===== src/rtl/max_pool_2x2_pkg.sv =====
// Shared types and helpers for the 2x2 stride-2 max-pool stage.
// Holds pixel width default, map counter width, FSM state enum and a signed-compare helper.
package max_pool_2x2_pkg;

  localparam int POOL_DW    = 16;
  localparam int POOL_MAX_W = 512;
  localparam int CNT_W      = 9;

  typedef enum logic [1:0] {
    IDLE,
    EVEN_ROW,
    ODD_ROW
  } state_t;

  // Width-generic signed greater-than: callers sign-extend into 64 bits.
  function automatic logic sgt(
    input logic signed [63:0] a,
    input logic signed [63:0] b
  );
    return a > b;
  endfunction

endpackage


===== src/rtl/max_pool_2x2_if.sv =====
// Pixel stream bundle between the convolution stage, the pool stage and its consumer.
// master drives map_size/pi_*, slave (the pool stage) drives po_* and frame_done.
interface max_pool_2x2_if
  import max_pool_2x2_pkg::*;
#(
  parameter int DATA_W = POOL_DW
);

  logic [CNT_W-1:0]         map_size;
  logic                     pi_data_valid;
  logic signed [DATA_W-1:0] pi_data;
  logic signed [DATA_W-1:0] po_data;
  logic                     po_data_valid;
  logic                     frame_done;

  modport master (
    output map_size,
    output pi_data_valid,
    output pi_data,
    input  po_data,
    input  po_data_valid,
    input  frame_done
  );

  modport slave (
    input  map_size,
    input  pi_data_valid,
    input  pi_data,
    output po_data,
    output po_data_valid,
    output frame_done
  );

endinterface


===== src/rtl/max_pool_2x2_line_buf.sv =====
// Half-width line buffer: one write port, one synchronous read port, no reset (block RAM).
// Ports: clk, we/waddr/wdata write side, re/raddr read side, rdata held until next read.
module max_pool_2x2_line_buf #(
  parameter int DATA_W = 16,
  parameter int DEPTH  = 256,
  parameter int AW     = $clog2(DEPTH)
) (
  input  logic              clk,
  input  logic              we,
  input  logic [AW-1:0]     waddr,
  input  logic [DATA_W-1:0] wdata,
  input  logic              re,
  input  logic [AW-1:0]     raddr,
  output logic [DATA_W-1:0] rdata
);

  logic [DATA_W-1:0] mem [DEPTH];

  always_ff @(posedge clk) begin
    if (we) begin
      mem[waddr] <= wdata;
    end
    if (re) begin
      rdata <= mem[raddr];
    end
  end

endmodule


===== src/rtl/max_pool_2x2.sv =====
// 2x2 stride-2 max pool over a raster pixel stream, optional ReLU on each pooled pixel.
// Ports: sys_clk, sys_rst (sync, active high), bus (slave: map_size, pi_*, po_*, frame_done).
module max_pool_2x2
  import max_pool_2x2_pkg::*;
#(
  parameter int DATA_W  = POOL_DW,
  parameter int MAX_W   = POOL_MAX_W,
  parameter bit RELU_EN = 1'b1
) (
  input logic            sys_clk,
  input logic            sys_rst,
  max_pool_2x2_if.slave  bus
);

  localparam int DEPTH = MAX_W / 2;
  localparam int AW    = $clog2(DEPTH);

  state_t                   state;
  logic [CNT_W-1:0]         col;
  logic [CNT_W-1:0]         row;
  logic [CNT_W-1:0]         size;
  logic signed [DATA_W-1:0] hreg;
  logic signed [DATA_W-1:0] po_q;
  logic                     po_valid_q;
  logic                     done_q;

  logic [CNT_W-1:0]         cur_size;
  logic                     accept;
  logic                     odd_row;
  logic                     odd_col;
  logic                     last_col;
  logic                     last_row;
  logic                     we;
  logic                     re;
  logic                     out_en;
  logic [AW-1:0]            addr;
  logic signed [DATA_W-1:0] h;
  logic signed [DATA_W-1:0] lb_word;
  logic signed [DATA_W-1:0] pool;

  // In IDLE the incoming beat is pixel (0,0): use the live map_size.
  always_comb begin
    cur_size = (state == IDLE) ? bus.map_size : size;
    accept   = bus.pi_data_valid
             && ((state != IDLE) || (bus.map_size >= CNT_W'(2)));
    odd_row  = (state == ODD_ROW);
    odd_col  = col[0];
    last_col = (col == cur_size - CNT_W'(1));
    last_row = (row == cur_size - CNT_W'(1));
    we       = accept && !odd_row && odd_col;
    re       = accept && odd_row && !odd_col;
    out_en   = accept && odd_row && odd_col;
    addr     = col[AW:1];
  end

  always_comb begin
    h = sgt(64'(bus.pi_data), 64'(hreg))
      ? bus.pi_data : hreg;
    pool = sgt(64'(lb_word), 64'(h))
      ? lb_word : h;
  end

  // Read issued on the even column so the word is ready for the odd one.
  max_pool_2x2_line_buf #(
    .DATA_W (DATA_W),
    .DEPTH  (DEPTH),
    .AW     (AW)
  ) u_line_buf (
    .clk    (sys_clk),
    .we     (we),
    .waddr  (addr),
    .wdata  (h),
    .re     (re),
    .raddr  (addr),
    .rdata  (lb_word)
  );

  always_ff @(posedge sys_clk) begin
    if (sys_rst) begin
      state      <= IDLE;
      col        <= '0;
      row        <= '0;
      size       <= '0;
      hreg       <= '0;
      po_q       <= '0;
      po_valid_q <= 1'b0;
      done_q     <= 1'b0;
    end else begin
      po_valid_q <= out_en;
      done_q     <= 1'b0;
      if (out_en) begin
        if (RELU_EN && pool[DATA_W-1]) begin
          po_q <= '0;
        end else begin
          po_q <= pool;
        end
      end
      if (accept) begin
        if (!odd_col) begin
          hreg <= bus.pi_data;
        end
        if (state == IDLE) begin
          size <= bus.map_size;
        end
        if (last_col && last_row) begin
          state  <= IDLE;
          col    <= '0;
          row    <= '0;
          done_q <= 1'b1;
        end else if (last_col) begin
          col   <= '0;
          row   <= row + CNT_W'(1);
          state <= odd_row ? EVEN_ROW : ODD_ROW;
        end else begin
          col <= col + CNT_W'(1);
          if (state == IDLE) begin
            state <= EVEN_ROW;
          end
        end
      end
    end
  end

  assign bus.po_data       = po_q;
  assign bus.po_data_valid = po_valid_q;
  assign bus.frame_done    = done_q;

endmodule


===== src/flat_wrapper.sv =====
// flat-port wrapper written by rule: the top's interface ports become plain ports
module max_pool_2x2_flat import max_pool_2x2_pkg::*;
#(
  parameter int DATA_W  = POOL_DW,
  parameter int MAX_W   = POOL_MAX_W,
  parameter bit RELU_EN = 1'b1
)
  (sys_clk, sys_rst, bus_map_size, bus_pi_data_valid, bus_pi_data, bus_po_data, bus_po_data_valid, bus_frame_done);
  max_pool_2x2_if #(.DATA_W(DATA_W)) bus_i ();
  input logic sys_clk;
  input logic sys_rst;
  input wire logic [$bits(bus_i.map_size)-1:0] bus_map_size;
  input wire logic [$bits(bus_i.pi_data_valid)-1:0] bus_pi_data_valid;
  input wire logic [$bits(bus_i.pi_data)-1:0] bus_pi_data;
  output wire logic [$bits(bus_i.po_data)-1:0] bus_po_data;
  output wire logic [$bits(bus_i.po_data_valid)-1:0] bus_po_data_valid;
  output wire logic [$bits(bus_i.frame_done)-1:0] bus_frame_done;
  assign bus_i.map_size = bus_map_size;
  assign bus_i.pi_data_valid = bus_pi_data_valid;
  assign bus_i.pi_data = bus_pi_data;
  assign bus_po_data = bus_i.po_data;
  assign bus_po_data_valid = bus_i.po_data_valid;
  assign bus_frame_done = bus_i.frame_done;
  max_pool_2x2 #(.DATA_W(DATA_W), .MAX_W(MAX_W), .RELU_EN(RELU_EN)) u_core (.sys_clk(sys_clk), .sys_rst(sys_rst), .bus(bus_i));
endmodule

===== config.mk =====
export PLATFORM = sky130hd
export DESIGN_NAME = max_pool_2x2_flat
export DESIGN_NICKNAME = d
export VERILOG_FILES = /design/src/rtl/max_pool_2x2_pkg.sv /design/src/rtl/max_pool_2x2_if.sv /design/src/rtl/max_pool_2x2_line_buf.sv /design/src/rtl/max_pool_2x2.sv /design/src/flat_wrapper.sv
export SDC_FILE = /design/constraint.sdc
export NUM_CORES = 2
export LEC_CHECK = 0
export BUFFER_PORTS_ARGS = -buffer_cell sky130_fd_sc_hd__buf_2
export CAP_MARGIN = 20
export CORE_MARGIN = 3
export CORE_UTILIZATION = 23
export CTS_CLUSTER_DIAMETER = 60
export CTS_CLUSTER_SIZE = 8
export DETAILED_ROUTE_END_ITERATION = 12
export GPL_ROUTABILITY_DRIVEN = 0
export RECOVER_POWER = 50
export SLEW_MARGIN = 20
export SYNTH_ARGS = -nofsm -noshare
export SYNTH_HDL_FRONTEND = slang
export SYNTH_SLANG_ARGS = --single-unit

===== constraint.sdc =====
create_clock -name sys_clk -period 15.75 [get_ports sys_clk]
set_input_delay 1.575 -clock sys_clk [delete_from_list [all_inputs] [get_ports sys_clk]]
set_output_delay 1.575 -clock sys_clk [all_outputs]
set_load 0.01 [all_outputs]

==> impl_metrics.toml <==
[setup_path]
reg2regPathDepth = 11
required_ns = 16.37
crit_start = "bus_pi_data[15]"
crit_arrival_ns = 10.84
r2r_end = "u_core.u_line_buf.mem[153][5]"
crit_top_cell = "buf_4"
critical_path.top_delay_family = "buffers and inverters"
crit_slowest_cell = "clkinvlp_2"
startpoint_type = "primary input"
crit_fanout = 114
end_kind = "flop"
r2r_setup_slack_ns = 5.81
path_cells = "clkbuf_1 -> ha_1 -> nand4_1 -> nor3_1 -> a21boi_0 -> nor4_1 -> o21ai_0 -> mux2i_1 -> clkinvlp_2 -> buf_4 -> buf_4"
path_class = "primary input to flop"
critPathBufInv = 4
timing.rr.start = "u_core.hreg[15]"
slowest_delay_ns = 3.75

[min_path]
min_path_cells = 2
hold_start = "u_core.size[8]"
worstHoldEndpoint = "u_core.size[8]"
hold_class = "flop to flop"

[run_status]
status = "finished, violations left"
violations = "capacitance limit, slew limit"

[synthesis]
seq_area_frac_synth = 0.773
syn-num-nets = 6885
netlist_area_sq_um = 161000
ys.warnings.count = 0
syn_area_per_cell_sq_um = 23.6
synthArstFlopShare = 0
ys_seq_elements = 4174
syn_inst = 6824
synth_edf_count = 4112
yosys.cell_types.count = 82
synth_ff_type = "edfxtp_1"

[final_layout]
nets = 7512
drive_gt1_frac = 0.315
syn_to_final_growth_pct = 18.1
fin_util = 0.273
n_fill_cell = 68100
final_area_sq_um = 191000
regArea_sq_um = 125000
multi_input_area_sq_um = 35300
fin_cells = 16800

[cts]
cts.sinks = 4174
clock_path_buffers = 4
root_buffer = "clkbuf_16"
clkTransAtPathRegs_ns = 0.05
postCtsHoldBufs = 0
ctsResizeCount = 0
post_cts_buffers = 0
cts_buffers = 598
h-tree-depth = 6
clk_latency_ns = 1.04
tritoncts = "built"

[placed_design]
io_buffer_count = 44
dpl_cell_area_sq_um = 175000
dp_hpwl_um = 237000
placedCellCount = 16100

[timing]
maxSlewViolCount = 1722
hold_viol = 0
clock_skew_ns = 0.0646
fin_crit_ns = 10.22
fmax_mhz = 97.9
setup_tns_ns = 0
max_slew_margin = -2.35
rsz0062_at_grt = "false"
worstMarginPinSlew_ns = 5.03
fin_crit_sh = 0.649
setup_viol = 0

[die]
core-area_sq_um = 697000
pin_count = 46
die-height_um = 843
initial_core_util = 0.231
dieArea_sq_um = 711000
rows = 306
die_w_um = 843

[power]
power_density_nw_per_um2 = 132
power.leakage_uw = 0.0554
p_int_uw = 19700
power_frac_seq = 0.502
netSwitchingFraction = 0.213
p_comb_frac = 0.044
p_switching_uw = 5350
ir_drop_mv = 0.123
clkPwrFrac = 0.454

[global_route]
grt_max_degree = 177
grt_use_total = 0.116
overflow = 0
antenna_found_initial = 29
grt_pass1_vias = 77200
grt_pass1_wl_um = 603000

[job]
max-cap-violations = 69

[detailed_routing]
first_pass_iters = 5
via_per_inst = 4.55
drt_iter0_markers = 10400
wl_per_cell_um = 25.3
route.vias.total = 76500
route.detailed.drc = 0
ant_nets = 0
drt-total-wl_um = 425000
## metal layers
layer,up-vias,track usage,part of all wire
li1,30300,-,-
met1,41900,0.161,0.42
met2,3621,0.178,0.46
met3,616,0.0303,0.097
met4,4,0.0322,0.026
met5,-,0,0.00042
## kinds of logic (layout without fill, tap and decap cells)
| group | Yosys count | count (layout) | share of synthesized area |
|---|---|---|---|
| xor+xnor | 40 | 40 | 0.00260 |
| simple gates | 613 | 613 | 0.0170 |
| flops | 4174 | 4174 | 0.773 |
| other cells | 1 | 21 | 0.0000232 |
| fa+ha+maj | 33 | 33 | 0.00256 |
| compound gates | 171 | 171 | 0.00735 |
| mux | 1362 | 1362 | 0.186 |
| buf+inv | 430 | 1163 | 0.0110 |
## power by group through the flow
stage          sequential [uW]  clock [uW]  combinational [uW]
3_5_place_dp             12800           0                1130
3_3_place_gp             12800           0                1100
6_report                 12600       11400                1100
4_1_cts                  12600       11600                1130
2_1_floorplan            12900           0                 660
5_1_grt                  12600       12100                1190
## placed cells by master (no fill, tap or decap), types with 10 or more instances in the layout
| master | netlist | final |
|---|---|---|
| mux2_2 | 14 | 13 |
| mux4_2 | 1309 | 1309 |
| a21oi_1 | 45 | 45 |
| dfxtp_1 | 62 | 54 |
| xnor2_1 | 23 | 23 |
| clkbuf_16 | 0 | 601 |
| inv_1 | 55 | 42 |
| buf_12 | 0 | 14 |
| inv_16 | 0 | 11 |
| buf_2 | 96 | 24 |
| mux2i_1 | 37 | 38 |
| nand2_1 | 124 | 124 |
| o21ai_0 | 14 | 15 |
| nor3_1 | 13 | 13 |
| o211ai_1 | 11 | 11 |
| nor2_2 | 2 | 168 |
| clkinv_16 | 0 | 15 |
| clkbuf_1 | 186 | 263 |
| xor2_1 | 12 | 12 |
| or3_1 | 10 | 10 |
| buf_4 | 3 | 139 |
| nand4_1 | 18 | 18 |
| diode_2 | 0 | 20 |
| inv_6 | 0 | 13 |
| clkinv_8 | 0 | 11 |
| nor2b_1 | 13 | 10 |
| edfxtp_1 | 4112 | 4112 |
| nor2_1 | 310 | 138 |
| nand3_1 | 69 | 64 |
| ha_1 | 33 | 33 |
| o221ai_1 | 12 | 12 |
| a22oi_1 | 11 | 11 |
## worst max-delay path by stage
stage	to	slack [ns]	depth (start not counted)
after floorplan	u_core.u_line_buf.mem[0][2]	0.06	9
after global placement	u_core.bus.po_data[12]	7.97	19
after detailed placement	u_core.bus.po_data[2]	7.96	19
after CTS	u_core.bus.po_data[2]	9.02	19
after global routing	u_core.u_line_buf.mem[149][5]	4.57	11
final	u_core.u_line_buf.mem[153][5]	5.53	11
## worst reg2reg max path, stage by stage (launching register included)
cell and delay [ns]:
dfxtp_1 0.34, inv_1 0.06, ha_1 0.36, nand4_1 0.17, nor3_1 0.30, a21boi_0 0.40, nor4_1 0.18, o21ai_0 1.17
mux2i_1 0.47, clkinvlp_2 3.76, buf_4 1.83, buf_4 0.51
## through the flow
stage          setup WS (ns)  hold WS (ns)  total power [uW]
6_report                5.53         0.453             25100
5_1_grt                 4.57         0.476             25900
4_1_cts                 9.02         0.455             25300
3_5_place_dp            7.96         0.448             13900
3_3_place_gp            7.97         0.445             13900
2_1_floorplan         0.0591         0.433             13500
## flip-flops by register name (all words and copies together), names as in the netlist
register,cells
u_core.hreg,16
u_core.bus.po_data,15
u_core.row,9
u_core.bus.po_data_valid,1
u_core.bus.frame_done,1
u_core.state,2
u_core.u_line_buf.rdata,16
u_core.u_line_buf.mem,4096
u_core.col,9
u_core.size,9
## cells in the mapped netlist, types with 10 or more instances
cell         n  area [sq um]
xnor2_1     23           201
a22oi_1     11          82.6
nor2_1     310          1160
buf_2       96           480
or3_1       10          62.6
o211ai_1    11          82.6
nand3_1     69           345
inv_1       55           206
nor2b_1     13          81.3
xor2_1      12           105
edfxtp_1  4112        123000
nand4_1     18           113
o21ai_0     14          70.1
mux2_2      14           158
nand2_1    124           465
clkbuf_1   186           698
buf_1       87           327
mux4_2    1309         29500
mux2i_1     37           370
o221ai_1    12           105
nor3_1      13          65.1
a21oi_1     45           225
ha_1        33           413
dfxtp_1     62          1240
## cell type report
class | count | area share
flip-flops and latches | 4174 | 0.655
clock inverters | 64 | 0.00586
clock buffers | 642 | 0.0797
well taps | 9240 | 0.0607
repair buffers | 402 | 0.0122
inverters | 55 | 0.00137
multi-input cells | 2220 | 0.185
diodes | 20 | 0.000263
Power figures use the tool's default switching activity.
